File: src/rtl/mips_mem_responder.sv
//============================================================================
// Module   : mips_mem_responder
// Brief    : Boot-loaded word memory serving a MIPS CPU; holds the CPU in
//            reset while a loader streams the program image in.
// Revision : 1.0 - initial release
//============================================================================
`default_nettype none

module mips_mem_responder #(
    parameter int WIDTH = 8,
    parameter int DEPTH = 2**WIDTH
) (
    input  logic             clk,
    input  logic             rst,
    input  logic             memread,
    input  logic             memwrite,
    input  logic [WIDTH-1:0] adr,
    input  logic [WIDTH-1:0] writedata,
    output logic [WIDTH-1:0] memdata,
    input  logic             load_valid,
    input  logic [WIDTH-1:0] load_data,
    input  logic             load_last,
    input  logic             reload,
    output logic             cpu_rst,
    output logic             load_done,
    output logic             load_wrap,
    output logic [WIDTH:0]   load_count
);

    localparam int               c_aw        = (DEPTH > 1) ? $clog2(DEPTH) : 1;
    localparam logic [WIDTH-1:0] c_ptr_last  = WIDTH'(DEPTH - 1);
    localparam logic [WIDTH:0]   c_count_max = (WIDTH+1)'(DEPTH);

    typedef enum logic [0:0] {
        LOAD = 1'b0,
        RUN  = 1'b1
    } state_t;

    state_t           r_state;
    state_t           w_state_next;
    logic [WIDTH-1:0] r_ptr;
    logic [WIDTH:0]   r_load_count;
    logic             r_load_wrap;
    logic [WIDTH-1:0] r_memdata;
    logic [WIDTH-1:0] r_mem [DEPTH];

    logic [c_aw-1:0]  w_cpu_idx;
    logic [c_aw-1:0]  w_load_idx;
    logic [c_aw-1:0]  w_wr_idx;
    logic [WIDTH-1:0] w_wr_data;
    logic             w_load_accept;
    logic             w_cpu_write;
    logic             w_cpu_read;
    logic             w_enter_load;
    logic             w_mem_we;

    // A full-range memory maps the address straight through; a short one wraps it.
    generate
        if (DEPTH == 2**WIDTH) begin : g_full_map
            assign w_cpu_idx = c_aw'(adr);
        end else begin : g_mod_map
            assign w_cpu_idx = c_aw'(adr % WIDTH'(DEPTH));
        end
    endgenerate

    assign w_load_idx = c_aw'(r_ptr);

    always_comb begin
        w_state_next  = r_state;
        cpu_rst       = 1'b1;
        load_done     = 1'b0;
        w_load_accept = 1'b0;
        w_cpu_write   = 1'b0;
        w_cpu_read    = 1'b0;
        w_enter_load  = 1'b0;
        case (r_state)
            LOAD: begin
                w_load_accept = load_valid;
                if (load_valid && load_last) begin
                    w_state_next = RUN;
                end
            end
            RUN: begin
                cpu_rst     = 1'b0;
                load_done   = 1'b1;
                w_cpu_write = memwrite;
                w_cpu_read  = memread;
                if (reload) begin
                    w_state_next = LOAD;
                    w_enter_load = 1'b1;
                end
            end
            default: w_state_next = LOAD;
        endcase
    end

    // Reset outranks everything, so a write arriving with rst is dropped too.
    assign w_mem_we  = !rst && (w_load_accept || w_cpu_write);
    assign w_wr_idx  = w_cpu_write ? w_cpu_idx : w_load_idx;
    assign w_wr_data = w_cpu_write ? writedata : load_data;

    always_ff @(posedge clk) begin
        if (rst) begin
            r_state      <= LOAD;
            r_ptr        <= '0;
            r_load_count <= '0;
            r_load_wrap  <= 1'b0;
            r_memdata    <= '0;
        end else begin
            r_state <= w_state_next;
            if (w_enter_load) begin
                r_ptr        <= '0;
                r_load_count <= '0;
                r_load_wrap  <= 1'b0;
            end else if (w_load_accept) begin
                if (r_ptr == c_ptr_last) begin
                    r_ptr       <= '0;
                    r_load_wrap <= 1'b1;
                end else begin
                    r_ptr <= r_ptr + WIDTH'(1);
                end
                if (r_load_count != c_count_max) begin
                    r_load_count <= r_load_count + (WIDTH+1)'(1);
                end
            end
            // Simultaneous read and write returns the new data.
            if (w_cpu_read) begin
                r_memdata <= w_cpu_write ? writedata : r_mem[w_cpu_idx];
            end
        end
    end

    always_ff @(posedge clk) begin
        if (w_mem_we) begin
            r_mem[w_wr_idx] <= w_wr_data;
        end
    end

    assign memdata    = r_memdata;
    assign load_wrap  = r_load_wrap;
    assign load_count = r_load_count;

endmodule

`default_nettype wire

File: config.mk
export PLATFORM = sky130hd
export DESIGN_NAME = mips_mem_responder
export DESIGN_NICKNAME = d
export VERILOG_FILES = /design/src/rtl/mips_mem_responder.sv
export SDC_FILE = /design/constraint.sdc
export NUM_CORES = 2
export LEC_CHECK = 0
export ABC_CLOCK_PERIOD_IN_PS = 38600
export BUFFER_PORTS_ARGS = -buffer_cell sky130_fd_sc_hd__buf_4
export CAP_MARGIN = 40
export CORE_MARGIN = 2
export CORE_UTILIZATION = 30
export CTS_CLUSTER_SIZE = 12
export DETAILED_ROUTE_END_ITERATION = 8
export PLACE_DENSITY = 0.48
export SLEW_MARGIN = 20
export SYNTH_ARGS = -nofsm -noshare
export SYNTH_HDL_FRONTEND = slang
export SYNTH_SLANG_ARGS = --single-unit
export TNS_END_PERCENT = 20
File: constraint.sdc
create_clock -name clk -period 38.6 [get_ports clk]
set_clock_uncertainty 0.2 [all_clocks]
set_input_delay 0 -clock clk [delete_from_list [all_inputs] [get_ports clk]]
set_output_delay 0 -clock clk [all_outputs]
set_load 0.01 [all_outputs]
# Word level (Yosys, flattened, before mapping)
# Memories as Yosys holds them, arrays and structs flattened. A register that Yosys moved wholly into a read port is not among the register bits.
# Index checks and enable logic that the tools add are counted.
[classes]
add_sub_neg = 2
eq_ne = 2
mux = 15
bitwise_logic = 1
n_reduce_logical = 7
[ops]
columns = ["op", "count"]
rows = [
  ["8-bit two-way mux", 3],
  ["1-bit two-way mux", 11],
  ["9-bit by 1-bit adder with 9-bit output (second input constant)", 1],
  ["9-bit != test (second input constant)", 1],
  ["8-bit by 1-bit adder with 8-bit output (second input constant)", 1],
  ["8-bit equality test (second input constant)", 1],
  ["2-bit AND reduction", 2],
  ["1-bit logical AND", 2],
  ["1-bit one-hot mux with 2 select lines", 1],
  ["2-bit OR reduction", 1],
  ["1-bit logical NOT", 1],
  ["1-bit logical OR", 1],
  ["1-bit NOT", 1],
]
[word_totals]
regBits = 19
mem_bits_rw = 2048
wordCells = 32
memories = 1
[mem_list]
columns = ["name", "words", "width", "read_ports", "rd_clocked_by_memory_dff", "wr", "line_no", "source"]
rows = [
  ["r_mem", 256, 8, 1, 1, 1, "45", "logic [WIDTH-1:0] r_mem [DEPTH];"],
]

# Depth between registers and ports, before layout
[logic_depth]
ltp_word = 5
mapped_depth = 14

# Worst setup path after synthesis
# Ideal clock, no wire load.
[synth_path]
kind = "reg2reg"
startpoint = "reg r_state"
endpoint = "mem r_mem[0][1] (data pin)"
setup_ps = 2189
t_arrival_ps = 11045
path_slack_ps = 25166
path_stages_with_launch = 5
path_buffers = 2
period_less_slack_ps = 13434
cell_sequence = "dfxtp_1 > nand2_1 > clkbuf_1 > clkbuf_1 > o21ai_0"
[synth_between]
elab_chain_cells = 2
[synth_lines]
columns = ["element", "line_no", "source"]
rows = [
  ["from (decl)", "39", "state_t r_state;"],
  ["from (signal assigned)", "110", "r_state <= w_state_next;"],
  ["1-bit two-way mux", "76", "case (r_state)"],
  ["8-bit two-way mux", "100", "assign w_wr_data = w_cpu_write ? writedata : load_data;"],
  ["net w_wr_data[1]", "50", "logic [WIDTH-1:0] w_wr_data;"],
  ["to (decl)", "45", ""],
]
# The timed path passes the listed nets, and every way through them passes these cells.

==> impl_metrics.yaml <==
status:
  status: "finished clean"
drt:
  drtAntennaViolNets: 0
  drt_iter0_markers: 4911
  wirelength_mm: 250
  wire_per_inst_um: 30.5
  via_per_inst: 5.23
  vias: 43000
  drc_errors: 0
  drtPass1Iterations: 7
sta:
  tightest_slew_ps: 1170
  rsz0062_at_grt: "no"
  setup_viol: 0
  hold_viol: 0
  maxSlewViolCount: 0
  relSlewSlack: 0.223
  fmax_mhz: 140
  finalCritPeriodShare: 0.185
  layout_min_cycle_time_ps: 7120
  fin_setup_tns_ps: 0
floorplanning:
  die_x_um: 527
  io_pins: 51
  start_util: 0.302
  core_area_sq_mm: 0.271
  std_cell_rows: 191
  die_h_um: 527
  dieArea_sq_mm: 0.277
yosys:
  synth_top_cells_by_count: "edfxtp_1, mux4_2, nor2_1, mux2i_1, nand2_1"
  avgSynthCellArea_sq_um: 20.2
  async_reset_ff_frac: 0
  synth-xor-area-share: 0.00246
  synth_fa_ha_area_frac: 0.000458
  yosysTopAreaCell: "edfxtp_1"
  synth.most_common_cell: "edfxtp_1"
  synth_compound_area_frac: 0.0342
  yosys.cell_types.count: 78
  yosys_warnings: 0
  syn_inst: 4052
  ys_ff_latch: 2075
  synth_simple_gate_area_frac: 0.0331
  synthMuxAreaShare: 0.151
  synthFlopType: "edfxtp_1"
  ys_top_cells_by_area: "edfxtp_1, mux4_2, mux2i_1"
  synth_edf_count: 2048
  netlist_area_sq_mm: 0.0819
  synth_top_family_by_area: "multiplexers"
  syn_nets: 4086
  synth_seq_area_share: 0.757
  synth_top_area_share: 0.751
layout:
  final_util: 0.353
  syn2layout_area_growth_pct: 16.7
  final_nets: 4517
  drive_gt1_frac: 0.253
worst_setup_path:
  path_class: "input pin to flip-flop"
  crit_required_ps: 39140
  cp_max_fo: 50
  critPathCaptureType: "flip-flop"
  arrival_ps: 7670
  cp-start-kind: "input pin"
power_and_ir_drop:
  p_leak_nw: 30.3
  p_per_area_mw_per_mm2: 49.7
  ir_drop_uv: 37.4
global_route:
  grt_pass1_vias: 42700
  grt_pass1_wl_mm: 346
  grt.total_usage: 0.177
  overflow: 0
  grt_max_degree: 201
  antenna_found_initial: 13
placement:
  port_buffers: 50
  place_congestion: 0.807
  dp_hpwl_mm: 157
cts:
  cts_buffers: 215
  cts.sinks: 2075
  clk_latency_ps: 860
  cts.path.max_buffers: 3
  cts_root_buf: "clkbuf_16"
  htree_levels: 4
  clkTransAtPathRegs_ps: 60
  cts_tree: "built"
hold_path:
  hold_path_class: "input pin to flip-flop"
run:
  cap_violations: 0
## cells in the final DEF, fill, tap and decap left out, types with 23 or more instances in the layout
master	n
clkbuf_16	215
nand3_1	36
edfxtp_1	2048
clkinv_2	23
o21ai_0	37
mux4_2	389
clkinv_1	40
clkbuf_1	61
nand2_1	143
o22ai_1	43
buf_4	367
mux2_2	32
dfxtp_1	27
mux4_1	49
nor2_1	306
o221ai_1	62
a22oi_1	27
dlygate4sd3_1	44
a21oi_1	78
mux2i_1	199
## metrics by stage
| stage | std cells | cell area [sq um] | setup slack [ps] | hold slack (ps) | power [W] |
|---|---|---|---|---|---|
| floorplan | 4052 | 81900 | 25170 | -59.4 | 0.00273 |
| global placement | 7519 | 86200 | 31730 | 44.7 | 0.00282 |
| detailed placement | 7727 | 88000 | 31640 | 38.8 | 0.00283 |
| CTS | 8145 | 95000 | 31080 | 58.0 | 0.00479 |
| global route | 8209 | 95600 | 31000 | 26.2 | 0.00489 |
| finish | 8213 | 95600 | 31480 | 30.5 | 0.00475 |
## where the power goes
group          internal (W)  switching [W]  total (W)
Sequential          0.00250     0.00000206    0.00250
Clock               0.00109       0.000878    0.00197
Combinational     0.0000869       0.000196   0.000283
## worst max-delay path, stage by stage
cell and delay, ps:
buf_8 450, buf_4 590, buf_4 580, buf_4 260, buf_16 280, buf_4 670, buf_4 710, buf_4 660
mux4_2 580, a21oi_1 320, o21ai_0 210, o221ai_1 210, dlygate4sd3_1 600, a2111oi_2 50, dlygate4sd3_1 590, o21a_1 180
dlygate4sd3_1 540
## worst paths after layout
| check | startpoint | endpoint | slack (ps) | cells past startpoint |
|---|---|---|---|---|
| worst max register to register | r_state | r_mem[37][7] | 34190 | 8 |
| worst min register to register | load_count[8] | load_count[8] | 340 | 2 |
| worst min-delay path | adr[3] | r_mem[200][3] | 30 | 6 |
| worst max-delay path | adr[0] | memdata[6] | 31480 | 17 |
## cells by family (layout without fill, tap and decap cells)
logic type	Yosys count	in the layout
and+or+nand+nor	628	628
muxes	669	669
buffers and inverters	261	848
xor gates and xnor gates	23	23
adders and majority gates	3	3
other	0	4
AOI/OAI and AO/OA	393	393
DFF	2075	2075
## final cells by class
class	count	area, sq um
fill	25100	176000
sequential	2075	62000
multi-input combinational	1716	18400
clock buffer	283	5710
tap	3570	4470
timing repair buffer	462	4070
clock inverter	90	862
inverter	13	56.3
antenna	4	10.0
## sequential cells by signal, summed over array words and instances, names as in the netlist
| signal | flops |
|---|---|
| r_mem | 2048 |
| load_wrap | 1 |
| r_ptr | 8 |
| r_state | 1 |
| memdata | 8 |
| load_count | 9 |
## per-layer routing
metal  vias up  GRT usage  part of all wire
met3       357     0.0311             0.064
met1     23300      0.242              0.43
met4         6     0.0584             0.034
met2      1667      0.283              0.48
li1      17700          -                 -
met5         -          0           0.00014
## timing repair
item                                   4_1_cts  5_1_grt
setup endpoints to repair                    0        0
endpoints found under the hold margin      844        0
gates resized for setup                      0        0
setup buffers                                0        0
hold buffers                                45        0
No activity file was read; power rests on OpenSTA's default activity.
